--- src/rtl/nibble_serial_adder_pkg.sv ---
// rtl/nibble_serial_adder_pkg.sv - shared slice width and FSM state encoding
package nibble_serial_adder_pkg;

    localparam int SLICE_W = 4;

    typedef enum logic [1:0] {
        ST_IDLE = 2'd0,
        ST_RUN  = 2'd1,
        ST_DONE = 2'd2
    } state_t;

endpackage

--- src/rtl/nibble_serial_adder.sv ---
// rtl/nibble_serial_adder.sv - multi-cycle wide adder sequencing one 4-bit slice
module nibble_serial_adder
    import nibble_serial_adder_pkg::*;
#(
    parameter int NIBBLES = 4
) (
    input  logic                       clk,
    input  logic                       rst,
    input  logic                       start,
    input  logic [SLICE_W*NIBBLES-1:0] op_a,
    input  logic [SLICE_W*NIBBLES-1:0] op_b,
    input  logic                       cin,
    output logic                       busy,
    output logic                       done,
    output logic [SLICE_W*NIBBLES-1:0] sum,
    output logic                       cout,
    output logic [SLICE_W-1:0]         add_a,
    output logic [SLICE_W-1:0]         add_b,
    output logic                       add_ci,
    input  logic [SLICE_W-1:0]         add_s,
    input  logic                       add_co
);

    localparam int W     = SLICE_W * NIBBLES;
    localparam int IDX_W = (NIBBLES > 1) ? $clog2(NIBBLES) : 1;
    localparam logic [IDX_W-1:0] LAST_IDX = IDX_W'(NIBBLES - 1);

    state_t           state_q, state_d;
    logic [IDX_W-1:0] idx_q;
    logic             carry_q;
    logic [W-1:0]     a_reg, b_reg, work_q, sum_q, sum_next;
    logic             cout_q;

    // Next-state logic: accept start only when not running, leave RUN after the top nibble.
    always_comb begin
        state_d = state_q;
        case (state_q)
            ST_IDLE: if (start) state_d = ST_RUN;
            ST_RUN:  if (idx_q == LAST_IDX) state_d = ST_DONE;
            ST_DONE: state_d = start ? ST_RUN : ST_IDLE;
            default: state_d = ST_IDLE;
        endcase
    end

    // State register.
    always_ff @(posedge clk) begin
        if (rst) state_q <= ST_IDLE;
        else     state_q <= state_d;
    end

    // Final result: nibbles collected so far with the slice output in the top position.
    always_comb begin
        sum_next = work_q;
        sum_next[W-SLICE_W +: SLICE_W] = add_s;
    end

    // Datapath: latch operands on start, then collect one slice result per RUN cycle.
    always_ff @(posedge clk) begin
        if (rst) begin
            idx_q   <= '0;
            carry_q <= 1'b0;
            a_reg   <= '0;
            b_reg   <= '0;
            work_q  <= '0;
            sum_q   <= '0;
            cout_q  <= 1'b0;
        end else begin
            case (state_q)
                ST_IDLE, ST_DONE: begin
                    if (start) begin
                        a_reg   <= op_a;
                        b_reg   <= op_b;
                        carry_q <= cin;
                        idx_q   <= '0;
                    end
                end
                ST_RUN: begin
                    work_q[{idx_q, 2'b00} +: SLICE_W] <= add_s;
                    carry_q <= add_co;
                    if (idx_q == LAST_IDX) begin
                        sum_q  <= sum_next;
                        cout_q <= add_co;
                        idx_q  <= '0;
                    end else begin
                        idx_q <= idx_q + IDX_W'(1);
                    end
                end
                default: ;
            endcase
        end
    end

    // Slice inputs come from the latched operands only, so live operand changes are harmless.
    always_comb begin
        add_a  = a_reg[{idx_q, 2'b00} +: SLICE_W];
        add_b  = b_reg[{idx_q, 2'b00} +: SLICE_W];
        add_ci = carry_q;
        busy   = (state_q == ST_RUN);
        done   = (state_q == ST_DONE);
        sum    = sum_q;
        cout   = cout_q;
    end

endmodule

--- config.mk ---
export PLATFORM = sky130hd
export DESIGN_NAME = nibble_serial_adder
export DESIGN_NICKNAME = d
export VERILOG_FILES = /design/src/rtl/nibble_serial_adder_pkg.sv /design/src/rtl/nibble_serial_adder.sv
export SDC_FILE = /design/constraint.sdc
export NUM_CORES = 1
export LEC_CHECK = 0
export ABC_AREA = 1
export CAP_MARGIN = 20
export CORE_MARGIN = 8
export CORE_UTILIZATION = 35
export DETAILED_ROUTE_END_ITERATION = 7
export PLACE_DENSITY = 0.7
export SYNTH_ARGS = -nofsm -noshare
export SYNTH_HDL_FRONTEND = slang
export SYNTH_SLANG_ARGS = --single-unit
--- constraint.sdc ---
create_clock -name clk -period 3.4 [get_ports clk]
set_clock_uncertainty 0.15 [all_clocks]
set_input_delay 0.51 -clock clk [delete_from_list [all_inputs] [get_ports clk]]
set_output_delay 0.51 -clock clk [all_outputs]
set_load 0.03 [all_outputs]
# Word-level counts from Yosys, hierarchy flattened
# Cells that the tools add are included.
[classes]
add_sub_neg = 2
n_eq_ne = 6
shift = 4
n_mux = 10
n_reduce_logical = 7
[ops]
columns = ["cell", "count"]
rows = [
  ["16-bit by 5-bit variable part select with 4-bit output", 2],
  ["16-bit bitwise mux", 1],
  ["4-bit by 6-bit variable shift with 16-bit output, first input constant", 1],
  ["4-bit by 6-bit variable part select with 16-bit output", 1],
  ["2-bit 2-to-1 mux", 4],
  ["2-bit AND reduction", 4],
  ["4-bit negator with 6-bit output", 1],
  ["2-bit case mux with 3 select lines", 1],
  ["2-bit equality test, second input constant", 2],
  ["2-bit inequality test, second input constant", 2],
  ["2-bit case mux with 2 select lines", 1],
  ["2-bit by 1-bit adder with 2-bit output, second input constant", 1],
  ["2-bit by 1-bit equality test with 1-bit output, second input constant", 1],
  ["2-bit logical NOT", 1],
  ["1-bit 2-to-1 mux", 2],
  ["2-bit by 1-bit inequality test with 1-bit output, second input constant", 1],
  ["1-bit case mux with 2 select lines", 1],
  ["2-bit nonzero test", 1],
  ["2-bit OR reduction", 1],
]
[word_totals]
register_bits = 70
in_bits = 41
out_inout_bits = 28
word_cells = 37

# Depth between registers and ports, before layout
# Gate-level depths: netlist of the first run.
[logic_depth]
depth_word = 4
mapped_depth = 8
ltp_nobuf = 7

# Worst setup path after synthesis of the first run
# Ideal clock, no wire load.
[synth_path]
path_kind = "register to output"
start = "register idx_q[0]"
end = "output port add_a[0]"
t_arrival_ps = 1299
t_required_ps = 2740
path_slack_ps = 1441
stages_incl_launch_ff = 5
n_path_buf = 1
cell_sequence = "dfxtp_1 inv_1 clkbuf_1 nor2_1 o22ai_1"
[synth_via]
elab_chain_len = 1
[synth_lines]
columns = ["element", "line", "rtl"]
rows = [
  ["start, declared", "nibble_serial_adder.sv:29", "logic [IDX_W-1:0] idx_q;"],
  ["start signal, assigned", "nibble_serial_adder.sv:85", "idx_q <= idx_q + IDX_W'(1);"],
  ["16-bit by 5-bit variable part select with 4-bit output", "nibble_serial_adder.sv:95", "add_a = a_reg[{idx_q, 2'b00} +: SLICE_W];"],
  ["end, declared", "nibble_serial_adder.sv:17", "output logic [SLICE_W-1:0] add_a,"],
]
# No other way between the ends.

# Worst setup path in the final report of the first run
[layout_path]
start = "register idx_q[0]"
end = "output port add_a[1]"
# Same word-level chain as after synthesis.

==> metrics.txt, run 1 <==
# TYPE chip_impl_metric gauge
chip_impl_metric{name="internal-power",unit="uW"} 1218
chip_impl_metric{name="p_comb_share",unit="%"} 17.2
chip_impl_metric{name="remaining_drc_errors",unit=""} 0
chip_impl_metric{name="cts_post_setup_buffers_inserted",unit=""} 0
chip_impl_metric{name="post-route-min-period",unit="ns"} 2.807
chip_impl_metric{name="syn2layout_area_growth",unit="%"} 32.66
chip_impl_metric{name="die_x",unit="um"} 104.0
chip_impl_metric{name="placement_rows",unit=""} 32
chip_impl_metric{name="antenna_violating_nets_post_route",unit=""} 0
chip_impl_metric{name="share_of_total_power_in_sequential_cells",unit="%"} 49.2
chip_impl_metric{name="clkLatencyLatePin",unit="ns"} 0.33
chip_impl_metric{name="die_area",unit="mm^2"} 0.01081
chip_impl_metric{name="firstDrtPassIters",unit=""} 4
chip_impl_metric{name="buffer_ports.inserted",unit=""} 68
chip_impl_info{name="min_path_type",value="flip-flop to flip-flop"} 1
chip_impl_metric{name="grt_start_max_net_pins",unit=""} 38
chip_impl_info{name="critical_path.top_delay_family",value="buffers and inverters"} 1
chip_impl_metric{name="p_sw_share",unit="%"} 28.41
chip_impl_metric{name="timing.final.hold_violations",unit=""} 0
chip_impl_metric{name="cts.repair.resized",unit=""} 0
chip_impl_metric{name="yosysSeqAreaShare",unit="%"} 48.78
chip_impl_metric{name="clk_transition_reported_paths",unit="ns"} 0.07
chip_impl_metric{name="finish.net_count",unit=""} 474
chip_impl_metric{name="grt_use_total",unit="%"} 13.31
chip_impl_info{name="netlist_top_cells_count",value="96 x nor2_1, 66 x dfxtp_1, 51 x o21ai_0, 41 x nand2_1, 32 x a21oi_1"} 1
chip_impl_metric{name="avgRoutedWirePerCell",unit="um"} 13.11
chip_impl_metric{name="cts_num_sinks",unit=""} 66
chip_impl_metric{name="dr.first_iter.drc_count",unit=""} 89
chip_impl_metric{name="grt.overflow.total",unit=""} 0
chip_impl_metric{name="synth_edf_count",unit=""} 0
chip_impl_metric{name="met2_track_usage_gr",unit="%"} 22.96
chip_impl_metric{name="ctsHtreeMaxLevel",unit=""} 3
chip_impl_metric{name="cap_violations",unit=""} 0
chip_impl_metric{name="cts_max_path_buffers",unit=""} 2
chip_impl_info{name="tritoncts_clock_tree",value="done"} 1
chip_impl_metric{name="diodes_inserted",unit=""} 0
chip_impl_metric{name="critical_path.max_fanout",unit=""} 22
chip_impl_metric{name="dp_wirelength",unit="um"} 5029
chip_impl_metric{name="yosys.cell_types.count",unit=""} 20
chip_impl_info{name="ys.flop_type",value="dfxtp_1"} 1
chip_impl_metric{name="fin_tns_setup",unit="ns"} 0
chip_impl_metric{name="ys_seq_elements",unit=""} 66
chip_impl_metric{name="synthArstFlopShare",unit="%"} 0
chip_impl_metric{name="worst_ep_arrival_time",unit="ns"} 2.15
chip_impl_metric{name="cp_num_buf_inv",unit=""} 2
chip_impl_metric{name="synth.net_count",unit=""} 414
chip_impl_metric{name="power_frac_clock",unit="%"} 33.6
chip_impl_metric{name="viasPerCell",unit=""} 4.759
chip_impl_metric{name="max_clock_freq",unit="MHz"} 356.3
chip_impl_metric{name="power.leakage",unit="uW"} 0.001366
chip_impl_info{name="crit_chain",value="inv_1, o21ai_0, o22ai_1, clkdlybuf4s50_1"} 1
chip_impl_info{name="critical_path_start_type",value="flip-flop"} 1
chip_impl_metric{name="yosysWarningCount",unit=""} 0
chip_impl_metric{name="final_setup_violation_count",unit=""} 0
chip_impl_metric{name="grt_pass1_wl",unit="um"} 11880
chip_impl_info{name="root_buffer_cell",value="clkbuf_8"} 1
chip_impl_info{name="status",value="finished clean"} 1
chip_impl_metric{name="timing_worst_slew_pin_value",unit="ns"} 0.9246
chip_impl_metric{name="vdd.ir_drop.worst",unit="uV"} 234.4
chip_impl_metric{name="slew_viol_final",unit=""} 0
chip_impl_info{name="grt_setup_unrepaired",value="false"} 1
chip_impl_metric{name="switchingPower",unit="uW"} 483.3
chip_impl_metric{name="groute.layer.met1.usage",unit="%"} 14.25
chip_impl_metric{name="avgSynthCellArea",unit="um^2"} 7.361
chip_impl_info{name="critPathCaptureType",value="output port"} 1
chip_impl_metric{name="required",unit="ns"} 2.74
chip_impl_metric{name="initial_core_util",unit="%"} 35.61
chip_impl_metric{name="cts_hold_buffers",unit=""} 0
chip_impl_info{name="yosysMostFrequentCell",value="nor2_1"} 1
chip_impl_metric{name="top_level_ports",unit=""} 69
chip_impl_metric{name="via_count",unit=""} 2546
chip_impl_metric{name="gp_congestion",unit=""} 0.8333
chip_impl_metric{name="syn_area",unit="mm^2"} 0.002709
chip_impl_metric{name="max_slew_margin",unit="%"} 38.29
chip_impl_info{name="critical_path_class",value="flip-flop to output port"} 1
chip_impl_info{name="synth_top_cell_by_area",value="dfxtp_1"} 1
chip_impl_metric{name="vias_in_the_first_global_route",unit=""} 2604
chip_impl_metric{name="detail_route.wirelength",unit="um"} 7012
chip_impl_metric{name="power.density_cell_area",unit="mW/mm^2"} 473.5
chip_impl_metric{name="grt_antenna_before_repair",unit=""} 0
chip_impl_metric{name="worst_path_largest_cell_delay",unit="ns"} 0.71
chip_impl_metric{name="n_fill_cell",unit=""} 791
chip_impl_metric{name="finish.utilization",unit="%"} 47.24
chip_impl_metric{name="synthCells",unit=""} 368
chip_impl_metric{name="drive_gt1_share",unit="%"} 6.005
chip_impl_info{name="slowest_stage",value="clkdlybuf4s50_1"} 1
chip_impl_metric{name="numCtsBuffers",unit=""} 9
chip_impl_metric{name="floorplan.die.height",unit="um"} 104.0
chip_impl_metric{name="period_share",unit="%"} 82.55
chip_impl_info{name="global_route_layer_with_the_greatest_usage",value="met2"} 1
chip_impl_metric{name="synth_top_cell_area_share",unit="%"} 48.78
chip_impl_metric{name="core",unit="mm^2"} 0.007607
chip_impl_info{name="post_synth_main_area_contributors",value="dfxtp_1 49%, nor2_1 13%, o21ai_0 9.4%"} 1
chip_impl_metric{name="groute.layer.met3.usage",unit="%"} 5.948
final cells by class:
cell class	instances	area, um^2	share of cell area, %
flip-flops and latches	66	1321	36.77
clock buffers	11	141.4	3.935
multi-input cells	264	1210	33.67
repair buffers	71	703.2	19.57
clock inverters	5	30.03	0.8357
well taps	102	127.6	3.552
inverters	16	60.06	1.671
path summary, 6_finish.rpt:
path / startpoint / to / slack [ns] / cells after the start
max: idx_q[0] / add_a[1] / 0.59 / 4
min: sum[7] / sum[7] / 0.31 / 2
max reg2reg: idx_q[0] / sum[8] / 1.41 / 5
min reg2reg: sum[7] / sum[7] / 0.31 / 2
cell usage in the layout, fill, tap and decap left out, drive strengths merged:
cell	n
nor2	98
clkdlybuf4s50	68
dfxtp	66
o21ai	51
nand2	44
a21oi	32
nand3	23
inv	16
clkbuf	11
o22ai	8
ha	5
clkinv	3
buf	3
nor3	2
clkinvlp	2
or2	1
layer usage:
layer	vias to the layer above	part of all wire [%]
met2	69	49
met1	1149	43
met5	-	0
met3	10	7.2
met4	0	1.2
li1	1318	-
logic make-up (layout without fill, tap and decap cells):
family	count (synthesis)	in the layout	share of synthesized area, %
buffers and inverters	38	103	6.559
adders and majority gates	5	5	2.309
DFF	66	66	48.78
and+or+nand+nor	168	168	25.17
AOI/OAI and AO/OA	91	91	17.18
metrics by stage:
stage	hold slack, ns	cells	cell area (um^2)	power [uW]	setup WS [ns]
detailed placement	0.3050	519	3422	1150	0.9514
CTS	0.3152	535	3593	1714	0.5687
global placement	0.2981	519	3422	1144	0.9939
floorplan	0.2949	368	2709	1030	1.441
finish	0.3109	535	3593	1701	0.5935
global route	0.3297	535	3593	1792	0.4354
worst min-delay path, cell delays in order (launching register included):
cell and delay, ns:
dfxtp_1 0.31, nand2_1 0.06, a21oi_1 0.05
power groups by stage:
stage	Combinational, uW	Sequential (uW)	Clock (uW)
after floorplan	180	850	0
after global placement	290	854	0
after detailed placement	295	855	0
after CTS	297	838	580
after global routing	324	843	625
final	293	837	571
No activity file was read; power rests on OpenSTA's default activity.
==> run 2: changes to the inputs <==
clock period = 2.8 ns   (was 3.4 ns; I/O delays follow)
==> run 2 against run 1 <==
Net effect: die area unchanged; clock power up 30%; cell count up 0.75%; largest cell class unchanged.
==> metrics.txt, run 2 (same netlist as run 1, synthesis figures left out) <==
# TYPE chip_impl_metric gauge
chip_impl_metric{name="vdd.ir_drop.worst",unit="uV"} 291.1
chip_impl_metric{name="met2_length",unit="um"} 3282
chip_impl_info{name="min_from",value="sum[1]"} 1
chip_impl_metric{name="critical_path.max_fanout",unit=""} 12
chip_impl_info{name="crit_chain",value="inv_1, buf_4, o21ai_0, o22ai_1, clkdlybuf4s50_1"} 1
chip_impl_metric{name="grt_pass1_wl",unit="um"} 12130
chip_impl_metric{name="n_fill_cell",unit=""} 787
chip_impl_metric{name="route.met3.wl",unit="um"} 571
chip_impl_info{name="regToRegEndpoint",value="work_q[7]"} 1
chip_impl_metric{name="placement_rows",unit=""} 32
chip_impl_metric{name="clkLatencyLatePin",unit="ns"} 0.33
chip_impl_metric{name="power.leakage",unit="uW"} 0.001394
chip_impl_metric{name="power_frac_clock",unit="%"} 35.1
chip_impl_metric{name="initial_core_util",unit="%"} 35.61
chip_impl_metric{name="combined_area_of_the_multi_input_logic_cells",unit="mm^2"} 0.001210
chip_impl_metric{name="wl_met1",unit="um"} 3035
chip_impl_metric{name="placement.setup.worst_slack",unit="ns"} 0.4887
chip_impl_metric{name="dp.cells",unit=""} 523
chip_impl_metric{name="finish.net_count",unit=""} 478
chip_impl_metric{name="required",unit="ns"} 2.23
chip_impl_metric{name="grt.overflow.total",unit=""} 0
chip_impl_metric{name="worst_ep_arrival_time",unit="ns"} 2.11
chip_impl_info{name="critical_path.top_delay_family",value="buffers and inverters"} 1
chip_impl_metric{name="vias_in_the_first_global_route",unit=""} 2590
chip_impl_metric{name="timing.final.hold_violations",unit=""} 0
chip_impl_metric{name="power.density_cell_area",unit="mW/mm^2"} 584.5
chip_impl_metric{name="gp_congestion",unit=""} 0.8435
chip_impl_metric{name="p_comb_share",unit="%"} 16.9
chip_impl_metric{name="cap_violations",unit=""} 0
chip_impl_metric{name="remaining_drc_errors",unit=""} 0
chip_impl_metric{name="grt_antenna_before_repair",unit=""} 0
chip_impl_metric{name="detail_route.wirelength",unit="um"} 6991
chip_impl_metric{name="cts_post_setup_buffers_inserted",unit=""} 0
chip_impl_metric{name="timing_worst_slew_pin_value",unit="ns"} 0.3752
chip_impl_metric{name="viasPerCell",unit=""} 4.764
chip_impl_metric{name="avgRoutedWirePerCell",unit="um"} 12.97
chip_impl_metric{name="final.setup.worst_slack",unit="ns"} 0.1219
chip_impl_metric{name="cts_hold_buffers",unit=""} 0
chip_impl_info{name="min_delay_worst_endpoint",value="sum[1]"} 1
chip_impl_metric{name="cts_max_path_buffers",unit=""} 2
chip_impl_info{name="final_cell_mix",value="96 x nor2_1, 66 x dfxtp_1, 66 x clkdlybuf4s50_1"} 1
chip_impl_info{name="critPathCaptureType",value="output port"} 1
chip_impl_metric{name="internal-power",unit="uW"} 1551
chip_impl_metric{name="r2r_setup_slack",unit="ns"} 0.83
chip_impl_metric{name="period_share",unit="%"} 95.65
chip_impl_metric{name="grt_start_max_net_pins",unit=""} 38
chip_impl_metric{name="total_power",unit="uW"} 2119
chip_impl_metric{name="reg2regPathDepth",unit=""} 6
chip_impl_metric{name="slew_viol_final",unit=""} 0
chip_impl_metric{name="post-route-min-period",unit="ns"} 2.678
chip_impl_info{name="highest-signal-layer",value="met4"} 1
chip_impl_metric{name="clk_transition_reported_paths",unit="ns"} 0.07
chip_impl_metric{name="worst_path_largest_cell_delay",unit="ns"} 0.71
chip_impl_info{name="grt_setup_unrepaired",value="false"} 1
chip_impl_metric{name="switchingPower",unit="uW"} 568.6
chip_impl_info{name="tritoncts_clock_tree",value="done"} 1
chip_impl_metric{name="p_sw_share",unit="%"} 26.83
chip_impl_metric{name="syn2layout_area_growth",unit="%"} 33.86
chip_impl_metric{name="cts_num_sinks",unit=""} 66
chip_impl_metric{name="diodes_inserted",unit=""} 0
chip_impl_metric{name="final-instance-count-excl-fill",unit=""} 539
chip_impl_info{name="min_path_type",value="flip-flop to flip-flop"} 1
chip_impl_info{name="final_common_cell",value="nor2_1"} 1
chip_impl_metric{name="cp_num_buf_inv",unit=""} 3
chip_impl_metric{name="final_setup_violation_count",unit=""} 0
chip_impl_metric{name="floorplan.die.height",unit="um"} 104.0
chip_impl_metric{name="top_level_ports",unit=""} 69
chip_impl_metric{name="dp_wirelength",unit="um"} 5018
chip_impl_info{name="slowest_stage",value="clkdlybuf4s50_1"} 1
chip_impl_metric{name="ctsHtreeMaxLevel",unit=""} 3
chip_impl_metric{name="seqCellArea",unit="mm^2"} 0.001321
chip_impl_metric{name="worstHoldPathCells",unit=""} 2
chip_impl_metric{name="share_of_total_power_in_sequential_cells",unit="%"} 48.0
chip_impl_metric{name="firstDrtPassIters",unit=""} 4
chip_impl_metric{name="drive_gt1_share",unit="%"} 6.636
chip_impl_metric{name="cp_num_cells",unit=""} 5
chip_impl_metric{name="hold-worst-slack",unit="ns"} 0.3122
chip_impl_info{name="root_buffer_cell",value="clkbuf_8"} 1
chip_impl_metric{name="cts.repair.resized",unit=""} 0
chip_impl_metric{name="via_count",unit=""} 2568
chip_impl_metric{name="buffer_ports.inserted",unit=""} 68
chip_impl_metric{name="die_area",unit="mm^2"} 0.01081
chip_impl_metric{name="max_clock_freq",unit="MHz"} 373.4
chip_impl_metric{name="antenna_violating_nets_post_route",unit=""} 0
chip_impl_info{name="status",value="finished clean"} 1
chip_impl_metric{name="die_x",unit="um"} 104.0
chip_impl_metric{name="numCtsBuffers",unit=""} 9
chip_impl_info{name="critical_path_start_type",value="flip-flop"} 1
chip_impl_metric{name="grt_use_total",unit="%"} 13.44
chip_impl_metric{name="fin_tns_setup",unit="ns"} 0
chip_impl_metric{name="dr.first_iter.drc_count",unit=""} 133
chip_impl_metric{name="max_slew_margin",unit="%"} 74.99
chip_impl_info{name="critical_path_class",value="flip-flop to output port"} 1
chip_impl_metric{name="core",unit="mm^2"} 0.007607
chip_impl_info{name="reg2reg_from",value="idx_q[1]"} 1
==> run 2: per-stage QoR <==
step	cell area [um^2]	util, %
6_report	3626	47.66
3_5_place_dp	3447	45.31
3_3_place_gp	3447	45.31
5_1_grt	3626	47.66
2_1_floorplan	2709	-
4_1_cts	3626	47.66
==> run 2: layout make-up <==
class	instances	area share [%]
repair buffers	75	20.08
inverters	16	1.656
multi-input cells	264	33.37
well taps	102	3.520
flip-flops and latches	66	36.44
clock buffers	13	3.830
clock inverters	3	1.104
==> run 2: worst min-delay path, cell delays in order (launching register included) <==
cell,delay [ns]
dfxtp_1,0.31
nand2_1,0.06
a21oi_1,0.05
==> run 2: per-layer routing <==
layer / vias up / global-route usage (%)
li1: 1331 / -
met1: 1146 / 14.79
met2: 80 / 22.69
met3: 11 / 5.700
met4: 0 / 4.654
met5: - / 0
==> run 2: worst max-delay path by stage <==
stage	startpoint	to	slack, ns
2_1_floorplan	idx_q[0]	add_a[0]	0.93
3_3_place_gp	idx_q[1]	add_a[1]	0.53
3_5_place_dp	idx_q[1]	add_a[1]	0.49
4_1_cts	idx_q[0]	add_a[2]	0.10
5_1_grt	idx_q[0]	add_a[2]	0.003
6_report	idx_q[0]	add_a[2]	0.12
==> run 2: power by group through the flow <==
stage / logic, uW / registers (uW) / clock network, uW
finish: 358 / 1020 / 744
global route: 399 / 1020 / 810
CTS: 361 / 1020 / 768
detailed placement: 358 / 1040 / 0
global placement: 354 / 1040 / 0
floorplan: 218 / 1030 / 0
==> run 3: changes to the inputs <==
ABC_AREA = default   (was 1)
==> run 3 against run 2 <==
Net effect: non-clock buffer count is 2 lower; die area is 2.1% higher; sequential power hardly changed; via count is 11% lower; cell area is 0.24% higher; area after synthesis is 2.5% higher; largest cell class unchanged; cell count is 10% lower; sequential share of layout area is 0.088 points lower; wire length is 8.6% lower; fmax is 3.8% higher; critical path depth is 2 lower.
==> metrics.txt, run 3 <==
# TYPE chip_impl_metric gauge
chip_impl_metric{name="synth.net_count",unit=""} 362
chip_impl_metric{name="die_x",unit="um"} 105.1
chip_impl_metric{name="synth_top_cell_area_share",unit="%"} 47.57
chip_impl_metric{name="fin_tns_setup",unit="ns"} 0
chip_impl_metric{name="avgRoutedWirePerCell",unit="um"} 13.20
chip_impl_metric{name="buffer_ports.inserted",unit=""} 68
chip_impl_metric{name="vdd.ir_drop.worst",unit="uV"} 250.6
chip_impl_metric{name="max_clock_freq",unit="MHz"} 387.7
chip_impl_metric{name="synth_edf_count",unit=""} 0
chip_impl_metric{name="period_share",unit="%"} 92.13
chip_impl_info{name="post_synth_main_area_contributors",value="dfxtp_1 48%, nand2_1 14%, a21oi_1 9.4%"} 1
chip_impl_metric{name="initial_core_util",unit="%"} 35.95
chip_impl_metric{name="combined_area_of_the_multi_input_logic_cells",unit="mm^2"} 0.001286
chip_impl_metric{name="cp_num_buf_inv",unit=""} 2
chip_impl_metric{name="finish.utilization",unit="%"} 47.04
chip_impl_metric{name="max_slew_margin",unit="%"} 56.23
chip_impl_info{name="slowest_stage",value="clkdlybuf4s50_1"} 1
chip_impl_metric{name="viasPerCell",unit=""} 4.721
chip_impl_metric{name="antenna_violating_nets_post_route",unit=""} 0
chip_impl_metric{name="final_setup_violation_count",unit=""} 0
chip_impl_metric{name="grt_antenna_before_repair",unit=""} 0
chip_impl_info{name="yosysMostFrequentCell",value="nand2_1"} 1
chip_impl_metric{name="final-instance-count-excl-fill",unit=""} 484
chip_impl_info{name="root_buffer_cell",value="clkbuf_8"} 1
chip_impl_info{name="launch_point_of_the_worst_path",value="idx_q[0]"} 1
chip_impl_metric{name="diodes_inserted",unit=""} 0
chip_impl_metric{name="power.density_cell_area",unit="mW/mm^2"} 531.4
chip_impl_metric{name="finish.net_count",unit=""} 423
chip_impl_metric{name="ctsHtreeMaxLevel",unit=""} 3
chip_impl_metric{name="cap_violations",unit=""} 0
chip_impl_metric{name="n_fill_cell",unit=""} 736
chip_impl_info{name="min_from",value="b_reg[13]"} 1
chip_impl_metric{name="yosysSeqAreaShare",unit="%"} 47.57
chip_impl_metric{name="core",unit="mm^2"} 0.007727
chip_impl_metric{name="required",unit="ns"} 2.23
chip_impl_metric{name="cts_max_path_buffers",unit=""} 2
chip_impl_metric{name="clkLatencyLatePin",unit="ns"} 0.33
chip_impl_metric{name="total_power",unit="uW"} 1932
chip_impl_metric{name="grt.overflow.total",unit=""} 0
chip_impl_metric{name="post-route-min-period",unit="ns"} 2.580
chip_impl_metric{name="grt_start_max_net_pins",unit=""} 37
chip_impl_info{name="final_common_cell",value="nand2_1"} 1
chip_impl_metric{name="timing_worst_slew_pin_value",unit="ns"} 0.6565
chip_impl_metric{name="avgSynthCellArea",unit="um^2"} 8.790
chip_impl_info{name="final_cell_mix",value="105 x nand2_1, 67 x clkdlybuf4s50_1, 66 x dfxtp_1"} 1
chip_impl_metric{name="ys_seq_elements",unit=""} 66
chip_impl_metric{name="die_area",unit="mm^2"} 0.01104
chip_impl_metric{name="dp_wirelength",unit="um"} 4691
chip_impl_metric{name="worst_path_largest_cell_delay",unit="ns"} 0.62
chip_impl_metric{name="yosysWarningCount",unit=""} 0
chip_impl_info{name="netlist_top_cells_count",value="105 x nand2_1, 66 x dfxtp_1, 52 x a21oi_1, 11 x buf_2, 10 x a21oi_2"} 1
chip_impl_metric{name="numCtsBuffers",unit=""} 9
chip_impl_metric{name="grt_pass1_wl",unit="um"} 11410
chip_impl_metric{name="critical_path.max_fanout",unit=""} 7
chip_impl_metric{name="slew_viol_final",unit=""} 0
chip_impl_info{name="status",value="finished clean"} 1
chip_impl_info{name="critical_path_start_type",value="flip-flop"} 1
chip_impl_metric{name="detail_route.wirelength",unit="um"} 6388
chip_impl_info{name="tritoncts_clock_tree",value="done"} 1
chip_impl_metric{name="cts_num_sinks",unit=""} 66
chip_impl_metric{name="cts_hold_buffers",unit=""} 0
chip_impl_metric{name="top_level_ports",unit=""} 69
chip_impl_metric{name="firstDrtPassIters",unit=""} 4
chip_impl_metric{name="remaining_drc_errors",unit=""} 0
chip_impl_metric{name="seqCellArea",unit="mm^2"} 0.001321
chip_impl_metric{name="grt_use_total",unit="%"} 12.42
chip_impl_metric{name="cts_post_setup_buffers_inserted",unit=""} 0
chip_impl_metric{name="yosys.cell_types.count",unit=""} 29
chip_impl_metric{name="power.leakage",unit="uW"} 0.001254
chip_impl_info{name="min_path_type",value="flip-flop to flip-flop"} 1
chip_impl_metric{name="vias_in_the_first_global_route",unit=""} 2380
chip_impl_metric{name="dr.first_iter.drc_count",unit=""} 73
chip_impl_metric{name="final.setup.worst_slack",unit="ns"} 0.2205
chip_impl_metric{name="synthCells",unit=""} 316
chip_impl_info{name="crit_chain",value="buf_4, mux4_2, clkdlybuf4s50_1"} 1
chip_impl_metric{name="synthArstFlopShare",unit="%"} 0
chip_impl_metric{name="cts.repair.resized",unit=""} 0
chip_impl_metric{name="via_count",unit=""} 2285
chip_impl_info{name="critical_path.top_delay_family",value="buffers and inverters"} 1
chip_impl_info{name="critPathCaptureType",value="output port"} 1
chip_impl_metric{name="placement.setup.worst_slack",unit="ns"} 0.5519
chip_impl_metric{name="dp.cells",unit=""} 468
chip_impl_info{name="grt_setup_unrepaired",value="false"} 1
chip_impl_info{name="reg2reg_from",value="idx_q[1]"} 1
chip_impl_metric{name="floorplan.die.height",unit="um"} 105.1
chip_impl_metric{name="timing.final.hold_violations",unit=""} 0
chip_impl_metric{name="placement_rows",unit=""} 32
chip_impl_metric{name="gp_congestion",unit=""} 0.7232
chip_impl_info{name="critical_path_class",value="flip-flop to output port"} 1
chip_impl_metric{name="worst_ep_arrival_time",unit="ns"} 2.01
chip_impl_info{name="synth_top_cell_by_area",value="dfxtp_1"} 1
chip_impl_metric{name="drive_gt1_share",unit="%"} 11.78
chip_impl_metric{name="syn_area",unit="mm^2"} 0.002778
chip_impl_metric{name="clk_transition_reported_paths",unit="ns"} 0.07
chip_impl_metric{name="syn2layout_area_growth",unit="%"} 30.86
chip_impl_info{name="ys.flop_type",value="dfxtp_1"} 1
[run 3: cell types whose count changed after synthesis, sizes merged, moves of 13 or more]
cell,change
o21ai,-51
nand2,+65
inv,-13
nand3,-15
nor2,-93
a21oi,+30
[run 3: path summary, 6_finish.rpt]
path	depth (start not counted)	slack, ns	to
max reg2reg	4	0.70	sum[8]
max	3	0.22	add_a[0]
min reg2reg	2	0.30	b_reg[13]
min	2	0.30	b_reg[13]
[run 3: per-stage QoR]
stage | hold WS (ns) | area [um^2]
after detailed placement | 0.2955 | 3472
after CTS | 0.3052 | 3635
after floorplan | 0.2821 | 2778
final | 0.3048 | 3635
after global placement | 0.2895 | 3472
after global routing | 0.3298 | 3635
[run 3: logic make-up (layout without fill, tap and decap cells)]
| family | count (synthesis) | count (layout) | synth area share (%) |
|---|---|---|---|
| simple gates | 146 | 146 | 24.23 |
| flops | 66 | 66 | 47.57 |
| compound gates | 65 | 65 | 13.33 |
| buf+inv | 26 | 92 | 6.126 |
| mux | 8 | 8 | 6.486 |
| fa+ha+maj | 5 | 5 | 2.252 |
[run 3: cell type report]
class                           count  share of cell area (%)
Clock buffer                       11                   3.614
Clock inverter                      5                  0.8606
Inverter                            3                  0.3098
Multi-Input combinational cell    224                   35.39
Sequential cell                    66                   36.35
Tap cell                          102                   3.511
Timing Repair Buffer               73                   19.97
[run 3: where the power goes]
part | internal [uW] | switching, uW
sequential | 974 | 21.9
combinational | 129 | 133
clock | 319 | 354
[run 3: worst reg2reg max path, delay by kind of cell (launching register included)]
kind	cells	cell delay [ns]
compound gates	1	0.13
simple gates	2	0.77
flops	1	0.65
fa+ha+maj	1	0.33
[run 3: metal layers]
layer  vias up  routed length (um)  GRT usage, %
met5         -                   0             0
met4         0                  80         4.587
met3         7                 558         5.283
met2        61                2893         19.28
met1      1038                2855         14.95
li1       1179                   -             -
